<file path="src/rtl/ps2_host_tx_if.sv">
// ps2_host_tx_if: command handshake and completion status bundle for the
// PS/2 host transmitter. The master side offers command bytes and observes
// the one-cycle completion pulse; the slave side is the transmitter itself.
interface ps2_host_tx_if;
  logic       cmd_valid;
  logic [7:0] cmd_data;
  logic       cmd_ready;
  logic       done;
  logic       ack_ok;
  logic       err_noack;
  logic       err_timeout;

  modport master (
    output cmd_valid, cmd_data,
    input  cmd_ready, done, ack_ok, err_noack, err_timeout
  );

  modport slave (
    input  cmd_valid, cmd_data,
    output cmd_ready, done, ack_ok, err_noack, err_timeout
  );
endinterface

</file>
<file path="src/rtl/ps2_host_tx.sv">
// ps2_host_tx: PS/2 host-to-device transmitter. Accepts one command byte,
// runs the request-to-send sequence (clock inhibit, start bit), shifts out
// 8 data bits LSB first, odd parity and stop on device clock falls, then
// samples the device ACK. Both pins are driven open-drain through *_oe.
// Optional feature macro: PS2_TX_RETRY_EN -- on NACK or timeout the same
// byte is re-sent up to MAX_RETRIES extra times before status is reported.
module ps2_host_tx #(
  parameter int INHIBIT_CYCLES       = 6000,
  parameter int START_TIMEOUT_CYCLES = 750000,
  parameter int XFER_TIMEOUT_CYCLES  = 100000,
  parameter int MAX_RETRIES          = 2
) (
  input  logic         CLOCK_50,
  input  logic         resetn,
  ps2_host_tx_if.slave cmd,
  input  logic         ps2_clk_in,
  input  logic         ps2_dat_in,
  output logic         ps2_clk_oe,
  output logic         ps2_dat_oe,
  output logic         tx_active
);

  localparam int INH_W = $clog2(INHIBIT_CYCLES + 1);
  localparam int ST_W  = $clog2(START_TIMEOUT_CYCLES + 1);
  localparam int XF_W  = $clog2(XFER_TIMEOUT_CYCLES + 1);
  localparam int RC_W  = $clog2(MAX_RETRIES + 2);
`ifdef PS2_TX_RETRY_EN
  localparam int RETRY_LIMIT = MAX_RETRIES;
`else
  // Single attempt: a zero budget means a failure is always reported.
  localparam int RETRY_LIMIT = 0;
`endif

  typedef enum logic [2:0] {
    IDLE, INHIBIT, REQ, SEND, ACK, WAIT_IDLE
  } state_t;

  state_t state_reg, state_next;

  logic clk_s1_reg, clk_s2_reg, clk_d_reg;
  logic dat_s1_reg, dat_s2_reg;
  logic fall;

  logic [7:0]       byte_reg, byte_next;
  logic             parity_reg, parity_next;
  logic [3:0]       bit_idx_reg, bit_idx_next;
  logic [INH_W-1:0] inh_cnt_reg, inh_cnt_next;
  logic [ST_W-1:0]  start_tmr_reg, start_tmr_next;
  logic [XF_W-1:0]  xfer_tmr_reg, xfer_tmr_next;
  logic             started_reg, started_next;
  logic             dat_oe_reg, dat_oe_next;
  logic             nack_reg, nack_next;
  logic [RC_W-1:0]  retry_cnt_reg, retry_cnt_next;

  logic ready_c, clk_oe_c, dat_oe_c, done_c, ack_c, noack_c, tmo_c;
  logic begin_attempt, fail_timeout, fail_noack;
  logic in_xfer, timeout, retry_ok, cur_bit;

  // Two-flop synchronisers for the raw pins plus a delayed copy for falls.
  // Idle-high reset values keep a spurious fall from appearing after reset.
  always_ff @(posedge CLOCK_50 or negedge resetn) begin
    if (!resetn) begin
      clk_s1_reg <= 1'b1;
      clk_s2_reg <= 1'b1;
      clk_d_reg  <= 1'b1;
      dat_s1_reg <= 1'b1;
      dat_s2_reg <= 1'b1;
    end else begin
      clk_s1_reg <= ps2_clk_in;
      clk_s2_reg <= clk_s1_reg;
      clk_d_reg  <= clk_s2_reg;
      dat_s1_reg <= ps2_dat_in;
      dat_s2_reg <= dat_s1_reg;
    end
  end

  assign fall = clk_d_reg & ~clk_s2_reg;

  // Bit presented on the next device clock fall: data LSB first, parity, stop.
  assign cur_bit = (bit_idx_reg < 4'd8)  ? byte_reg[bit_idx_reg[2:0]] :
                   (bit_idx_reg == 4'd8) ? parity_reg : 1'b1;

  assign in_xfer = (state_reg == SEND) || (state_reg == ACK) ||
                   (state_reg == WAIT_IDLE);

  // Before the first device fall the start timer guards the wait; after it
  // the transfer timer covers the whole frame up to the lines going idle.
  assign timeout = in_xfer &&
                   (started_reg ? (xfer_tmr_reg == XF_W'(XFER_TIMEOUT_CYCLES))
                                : (start_tmr_reg == ST_W'(START_TIMEOUT_CYCLES)));

  assign retry_ok = int'(retry_cnt_reg) < RETRY_LIMIT;

  // State and datapath registers.
  always_ff @(posedge CLOCK_50 or negedge resetn) begin
    if (!resetn) begin
      state_reg     <= IDLE;
      byte_reg      <= '0;
      parity_reg    <= 1'b0;
      bit_idx_reg   <= '0;
      inh_cnt_reg   <= '0;
      start_tmr_reg <= '0;
      xfer_tmr_reg  <= '0;
      started_reg   <= 1'b0;
      dat_oe_reg    <= 1'b0;
      nack_reg      <= 1'b0;
      retry_cnt_reg <= '0;
    end else begin
      state_reg     <= state_next;
      byte_reg      <= byte_next;
      parity_reg    <= parity_next;
      bit_idx_reg   <= bit_idx_next;
      inh_cnt_reg   <= inh_cnt_next;
      start_tmr_reg <= start_tmr_next;
      xfer_tmr_reg  <= xfer_tmr_next;
      started_reg   <= started_next;
      dat_oe_reg    <= dat_oe_next;
      nack_reg      <= nack_next;
      retry_cnt_reg <= retry_cnt_next;
    end
  end

  // Next-state, datapath updates and line/status outputs.
  always_comb begin
    state_next     = state_reg;
    byte_next      = byte_reg;
    parity_next    = parity_reg;
    bit_idx_next   = bit_idx_reg;
    inh_cnt_next   = inh_cnt_reg;
    start_tmr_next = start_tmr_reg;
    xfer_tmr_next  = xfer_tmr_reg;
    started_next   = started_reg;
    dat_oe_next    = dat_oe_reg;
    nack_next      = nack_reg;
    retry_cnt_next = retry_cnt_reg;
    ready_c        = 1'b0;
    clk_oe_c       = 1'b0;
    dat_oe_c       = 1'b0;
    done_c         = 1'b0;
    ack_c          = 1'b0;
    noack_c        = 1'b0;
    tmo_c          = 1'b0;
    begin_attempt  = 1'b0;
    fail_timeout   = 1'b0;
    fail_noack     = 1'b0;

    if (in_xfer) begin
      if (started_reg) xfer_tmr_next  = xfer_tmr_reg + XF_W'(1);
      else             start_tmr_next = start_tmr_reg + ST_W'(1);
    end

    case (state_reg)
      IDLE: begin
        ready_c = 1'b1;
        if (cmd.cmd_valid) begin
          byte_next      = cmd.cmd_data;
          parity_next    = ~^cmd.cmd_data;
          retry_cnt_next = '0;
          begin_attempt  = 1'b1;
        end
      end
      INHIBIT: begin
        clk_oe_c = 1'b1;
        if (inh_cnt_reg == INH_W'(INHIBIT_CYCLES - 1)) begin
          state_next  = REQ;
          dat_oe_next = 1'b1;   // start bit stays asserted into SEND
        end else begin
          inh_cnt_next = inh_cnt_reg + INH_W'(1);
        end
      end
      REQ: begin
        clk_oe_c       = 1'b1;
        dat_oe_c       = 1'b1;
        state_next     = SEND;
        start_tmr_next = '0;
        xfer_tmr_next  = '0;
        started_next   = 1'b0;
      end
      SEND: begin
        if (timeout) begin
          fail_timeout = 1'b1;
        end else begin
          dat_oe_c = dat_oe_reg;
          if (fall) begin
            started_next = 1'b1;
            dat_oe_next  = ~cur_bit;
            bit_idx_next = bit_idx_reg + 4'd1;
            if (bit_idx_reg == 4'd9) state_next = ACK;
          end
        end
      end
      ACK: begin
        if (timeout) begin
          fail_timeout = 1'b1;
        end else if (fall) begin
          nack_next  = dat_s2_reg;
          state_next = WAIT_IDLE;
        end
      end
      WAIT_IDLE: begin
        if (clk_s2_reg && dat_s2_reg) begin
          if (nack_reg) begin
            fail_noack = 1'b1;
          end else begin
            done_c     = 1'b1;
            ack_c      = 1'b1;
            state_next = IDLE;
          end
        end else if (timeout) begin
          fail_timeout = 1'b1;
        end
      end
      default: state_next = IDLE;
    endcase

    if (fail_timeout || fail_noack) begin
      if (retry_ok) begin
        retry_cnt_next = retry_cnt_reg + RC_W'(1);
        begin_attempt  = 1'b1;
      end else begin
        done_c      = 1'b1;
        tmo_c       = fail_timeout;
        noack_c     = fail_noack;
        state_next  = IDLE;
        dat_oe_next = 1'b0;
      end
    end

    if (begin_attempt) begin
      state_next   = INHIBIT;
      inh_cnt_next = '0;
      bit_idx_next = '0;
      dat_oe_next  = 1'b0;
    end
  end

  assign cmd.cmd_ready   = ready_c;
  assign cmd.done        = done_c;
  assign cmd.ack_ok      = ack_c;
  assign cmd.err_noack   = noack_c;
  assign cmd.err_timeout = tmo_c;
  assign ps2_clk_oe      = clk_oe_c;
  assign ps2_dat_oe      = dat_oe_c;
  assign tx_active       = ~ready_c;

endmodule

</file>
<file path="src/flat_wrapper.sv">
// flat-port wrapper written by rule: the top's interface ports become plain ports
module ps2_host_tx_flat 
#(
  parameter int INHIBIT_CYCLES       = 6000,
  parameter int START_TIMEOUT_CYCLES = 750000,
  parameter int XFER_TIMEOUT_CYCLES  = 100000,
  parameter int MAX_RETRIES          = 2
)
  (CLOCK_50, resetn, ps2_clk_in, ps2_dat_in, ps2_clk_oe, ps2_dat_oe, tx_active, cmd_cmd_valid, cmd_cmd_data, cmd_cmd_ready, cmd_done, cmd_ack_ok, cmd_err_noack, cmd_err_timeout);
  ps2_host_tx_if cmd_i ();
  input  logic CLOCK_50;
  input  logic resetn;
  input  logic ps2_clk_in;
  input  logic ps2_dat_in;
  output logic ps2_clk_oe;
  output logic ps2_dat_oe;
  output logic tx_active;
  input wire logic [$bits(cmd_i.cmd_valid)-1:0] cmd_cmd_valid;
  input wire logic [$bits(cmd_i.cmd_data)-1:0] cmd_cmd_data;
  output wire logic [$bits(cmd_i.cmd_ready)-1:0] cmd_cmd_ready;
  output wire logic [$bits(cmd_i.done)-1:0] cmd_done;
  output wire logic [$bits(cmd_i.ack_ok)-1:0] cmd_ack_ok;
  output wire logic [$bits(cmd_i.err_noack)-1:0] cmd_err_noack;
  output wire logic [$bits(cmd_i.err_timeout)-1:0] cmd_err_timeout;
  assign cmd_i.cmd_valid = cmd_cmd_valid;
  assign cmd_i.cmd_data = cmd_cmd_data;
  assign cmd_cmd_ready = cmd_i.cmd_ready;
  assign cmd_done = cmd_i.done;
  assign cmd_ack_ok = cmd_i.ack_ok;
  assign cmd_err_noack = cmd_i.err_noack;
  assign cmd_err_timeout = cmd_i.err_timeout;
  ps2_host_tx #(.INHIBIT_CYCLES(INHIBIT_CYCLES), .START_TIMEOUT_CYCLES(START_TIMEOUT_CYCLES), .XFER_TIMEOUT_CYCLES(XFER_TIMEOUT_CYCLES), .MAX_RETRIES(MAX_RETRIES)) u_core (.CLOCK_50(CLOCK_50), .resetn(resetn), .cmd(cmd_i), .ps2_clk_in(ps2_clk_in), .ps2_dat_in(ps2_dat_in), .ps2_clk_oe(ps2_clk_oe), .ps2_dat_oe(ps2_dat_oe), .tx_active(tx_active));
endmodule
</file>
<file path="config.mk">
export PLATFORM = sky130hd
export DESIGN_NAME = ps2_host_tx_flat
export DESIGN_NICKNAME = d
export VERILOG_FILES = /design/src/rtl/ps2_host_tx_if.sv /design/src/rtl/ps2_host_tx.sv /design/src/flat_wrapper.sv
export SDC_FILE = /design/constraint.sdc
export NUM_CORES = 1
export LEC_CHECK = 0
export CAP_MARGIN = 5
export CELL_PAD_IN_SITES_DETAIL_PLACEMENT = 1
export CELL_PAD_IN_SITES_GLOBAL_PLACEMENT = 1
export CORE_MARGIN = 2
export CORE_UTILIZATION = 40
export DETAILED_ROUTE_END_ITERATION = 8
export PLACE_DENSITY_LB_ADDON = 0.1
export SLEW_MARGIN = 30
export SYNTH_ARGS = -nofsm -noshare
export SYNTH_HDL_FRONTEND = slang
export SYNTH_SLANG_ARGS = --single-unit
</file>
<file path="constraint.sdc">
create_clock -name CLOCK_50 -period 3.35 [get_ports CLOCK_50]
set_input_delay 0.8375 -clock CLOCK_50 [delete_from_list [all_inputs] [get_ports CLOCK_50]]
set_output_delay 0.8375 -clock CLOCK_50 [all_outputs]
set_load 0.01 [all_outputs]
</file>
# Word level (Yosys, flattened, before mapping)
# Index checks and enable logic that the tools add are counted.
# op_classes
div_mod_pow	0
n_mul	0
shifts	0
n_eq_ne	24
n_reduce_logical	25
mux	56
addsub	4
magnitude_cmp	2
n_bitwise	5
# ops
op	count
$mux 20	3
$mux 17	3
$mux 13	3
$mux 3	10
$mux 1	27
$add 20x1->20 const B	1
$eq 20x20->1 const B	1
$pmux 3 s6	1
$add 17x1->17 const B	1
$eq 17x17->1 const B	1
$mux 4	4
$ne 4x3->1 const B	4
$add 13x1->13 const B	1
$eq 13x13->1 const B	1
$reduce_bool 2->1	6
$reduce_and 3->1	3
$reduce_and 9->1	1
$eq 4x4->1 const B	2
$ne 4x2->1 const B	2
$pmux 1 s2	4
$reduce_and 2->1	4
$reduce_xnor 8->1	1
$eq 3x2->1 const B	2
$eq 3x3->1 const B	2
18 further kinds	28
# word_totals
latchBits	0
ramBits	0
input_bits	13
n_memories	0
output_inout_bits	8
regBits	74
mem_bits_ro	0
elab_cells	131

# Depth between registers and ports, before layout
# depth
word_depth	10
ltp_mapped	7
ltp_nobuf	7

# Worst setup path before layout
# Ideal clock, no wire load.
# synth_timing
path_type	register -> output
start	reg u_core.start_tmr_reg[0]
end	out cmd_done
stages_incl_launch_ff	8
setup_slack_ns	0.671
required_ns	2.513
t_arrival_ns	1.841
n_path_buf	0
cell_sequence	dfrtp_1 > inv_1 > ha_1 > nand2b_4 > or4_4 > o32a_2 > o22ai_1 > a22o_2
# synth_between
elab_chain_cells	8
# synth_lines
element	line_no	text
start, declared	ps2_host_tx.sv:48	logic [ST_W-1:0] start_tmr_reg, start_tmr_next;
start signal, assigned	ps2_host_tx.sv:114	start_tmr_reg <= start_tmr_next;
$eq 20x20->1 (*)	ps2_host_tx.sv:90	: (start_tmr_reg == ST_W'(START_TIMEOUT_CYCLES)));
$mux 1 (*)	ps2_host_tx.sv:89	(started_reg ? (xfer_tmr_reg == XF_W'(XFER_TIMEOUT_CYCLES))
$logic_and 1x1->1 (*)	ps2_host_tx.sv:88	assign timeout = in_xfer &&
$mux 1 (*)	ps2_host_tx.sv:180, ps2_host_tx.sv:193, ps2_host_tx.sv:209	
$mux 1	ps2_host_tx.sv:201	if (clk_s2_reg && dat_s2_reg) begin
$pmux 1 s2 (*)	ps2_host_tx.sv:152	case (state_reg)
$logic_or 1x1->1 (*)	ps2_host_tx.sv:216	if (fail_timeout || fail_noack) begin
$mux 1 (*)	ps2_host_tx.sv:216	
end, declared	flat_wrapper.sv:21	output wire logic [$bits(cmd_i.done)-1:0] cmd_done;
# Mark *: on every way between the ends. The rest lies on a longest branch, timed or not.

# Final worst setup path
# layout_timing
start	reg u_core.start_tmr_reg[0]
end	out ps2_dat_oe
# layout_between
elab_chain_cells	5
# layout_lines
element	line_no	text
$eq 20x20->1	ps2_host_tx.sv:90	
$mux 1	ps2_host_tx.sv:89	
$logic_and 1x1->1	ps2_host_tx.sv:88	
$mux 1	ps2_host_tx.sv:180	if (timeout) begin
$pmux 1 s2	ps2_host_tx.sv:152	
end, declared	flat_wrapper.sv:16	output logic ps2_dat_oe;
# No other way between the ends.

==> results.toml <==
[drt]
drc_errors = 0
vias = 3349
antenna_left = 0
routed_wl_um = 10100
drtIter0Drc = 132
vias_per_cell = 5.55
routedWlPerCell_um = 16.7
first_pass_iters = 4

[setup_path]
crit_path_max_fanout = 3
path_cells = "inv_1 -> ha_2 -> nand2b_4 -> or4_4 -> o32a_4 -> a21oi_2 -> nor2_1 -> dlygate4sd2_1"
arrival_ns = 2.41
start_kind = "flop"
critPathTopFamily = "simple AND/OR/NAND/NOR gates"
crit_path_top_delay_cell = "or4_4"
crit_start = "u_core.start_tmr_reg[0]$_DFFE_PN0P_"
reg2reg_from = "u_core.state_reg[2]$_DFFE_PN0P_"
path_class = "flop to primary output"
path_buf_inv = 2
cp_data_required_time_ns = 2.51
slowest_delay_ns = 0.52
endpoint_kind = "primary output"

[power_and_ir_drop]
ir_drop_mv = 0.392
power_leakage_nw = 1.93
p_seq_share_pct = 41.1
powerDensity_nw_per_um2 = 674
p_switching_mw = 1.21
p_int_mw = 1.99
comb_power_share_pct = 34.6
power_mw = 3.21
clockPowerShare_pct = 24.3
switching_share_pct = 37.9

[layout]
area_growth_pct = 14.9
layout-drive-gt1-share_pct = 12.2
fin_nets = 482
final_util_pct = 46.7
design_area_um2 = 4760
ff_latch_area_um2 = 1860
multi_input_area_um2 = 2170
n_fill_cell = 1196
final_common_cell = "dfrtp_1"
most-common-layout-cells = "69 x dfrtp_1, 61 x nand2_1, 41 x nor2_1"
diodes = 0
largest_reg_flops = 20
final-instance-count-excl-fill = 603

[place]
place_inst = 587
port_buffers = 20
hpwl_um = 6940
place_congestion = 0.832
post_dp_cell_area_um2 = 4530

[clock_network]
clkLatencyLatePin_ns = 0.37
clk_path_buf_depth = 2
cts-root-buf = "clkbuf_8"
cts_buffers = 9
cts.clk_slew.worst_paths_ns = 0.08
tritoncts = "yes"
clock_sinks = 74
cts_max_level = 3

[flow_run]
max_cap_viol_count = 0

[timing]
skew_ns = 0.0131
period_needed_ns = 3.25
maxSlewViolCount = 0
period_share_pct = 97.0
max_freq_mhz = 308
maxSlewHeadroom_pct = 51.1
setup_viol = 0
tightestPinTransition_ns = 0.730
hold_viol = 0
setup_tns_ns = 0
rsz0062_at_grt = "no"

[die]
io_pins = 21
die_h_um = 106
dieArea_um2 = 11200
fp-row-count = 37
core_um2 = 10200
die_w_um = 106
initial_core_util_pct = 40.6

[synth]
yosys.area.top_type = "dfrtp_1"
syn-num-nets = 456
synthArstFlopShare_pct = 100
synth.mux.area_fraction_pct = 3.08
synth_fa_ha_area_share_pct = 2.12
synth_top_family_by_area = "simple AND/OR/NAND/NOR gates"
syn_area_um2 = 4140
synthSimpleGateAreaFrac_pct = 25.6
synth_edf_count = 0
synth-seq-area-share_pct = 44.9
synth_top_area_share_pct = 41.7
syn_avg_cell_area_um2 = 9.49
synth_cells = 436
synth.distinct_cells = 67
yosys.area_share.xor_xnor_pct = 7.62
synth-compound-area-share_pct = 13.5
ys.flop_type = "dfrtp_1"
synth-seq-cells = 74
synth_area_leaders = "dfrtp_1 42%, nand2_1 5.5%, xnor2_1 4.7%, nor2_1 3.7%, dfstp_2 3.2%"
synth_warnings = 0

[min_path]
hp-class = "flop to flop"
hold_start = "u_core.dat_s1_reg$_DFF_PN1_"

[global_routing]
grt_max_degree = 75
antenna_found_initial = 0
grt_overflow = 0
grt_usage_pct = 20.2
grt_pass1_vias = 3485
grt_pass1_wl_um = 17900

[run_status]
status = "complete, no violations"
metal layers:
metal	vias up	part of all wire, %	GRT usage (%)
li1	1615	-	-
met1	1683	50	28.4
met2	39	46	30.5
met3	12	3.0	5.50
met4	0	1.2	6.11
met5	-	0	0
power by group through the flow:
stage | clock (mW) | combinational [mW] | sequential (mW)
after floorplan | 0 | 0.790 | 1.27
after global placement | 0 | 1.10 | 1.32
after detailed placement | 0 | 1.13 | 1.33
after CTS | 0.808 | 1.13 | 1.32
after global routing | 0.850 | 1.26 | 1.36
final | 0.778 | 1.11 | 1.32
cells in the mapped netlist (6+ instances only):
cell / count
nor3_1: 9
inv_1: 14
ha_1: 7
nand4_1: 12
nand3_1: 17
or3_1: 6
clkbuf_1: 11
nand2_1: 61
xnor2_1: 22
o31ai_1: 8
mux2i_1: 6
or4_1: 6
xor2_1: 14
a21oi_1: 18
dfrtp_1: 69
nor2_1: 41
nor4_1: 9
o21ai_0: 13
nand2b_1: 6
a2111oi_0: 6
kinds of logic after synthesis:
logic type               Yosys count
AND/OR/NAND/NOR                  202
AO/OA/AOI/OAI                     75
flip-flops                        74
XOR/XNOR                          36
buffers and inverters             32
multiplexers                      10
adder cells (fa/ha/maj)            7
through the flow:
step	setup WS, ns	hold WS [ns]
after global placement	0.149	0.346
final	0.100	0.358
after global routing	0.0319	0.364
after detailed placement	0.107	0.347
after floorplan	0.671	0.345
after CTS	0.00820	0.359
repair_timing:
item | CTS | global route
hold buffers | 0 | 0
endpoints found under the setup margin | 3 | 2
resized for setup | 5 | 3
pin swaps | 0 | 0
buffers inserted | 0 | 0
final cells by class:
class                           count  area share, %
Multi-Input combinational cell    330           45.6
Timing Repair Buffer               33           6.13
Tap cell                          136           3.58
Clock inverter                      7           1.92
Clock buffer                        9           2.60
Sequential cell                    74           39.1
Inverter                           14           1.10
path summary, 6_finish.rpt:
check	endpoint	slack, ns	cells after the start
min reg2reg	u_core.dat_s2_reg$_DFF_PN1_	0.36	0
max	ps2_dat_oe	0.10	8
max reg2reg	u_core.xfer_tmr_reg[15]$_DFFE_PN0P_	0.89	7
min	u_core.dat_s2_reg$_DFF_PN1_	0.36	0
min in group asynchronous	u_core.start_tmr_reg[13]$_DFFE_PN0P_	0.49	1
max in group asynchronous	u_core.byte_reg[2]$_DFFE_PN0P_	2.39	1
(Power assumes the default switching activity.)
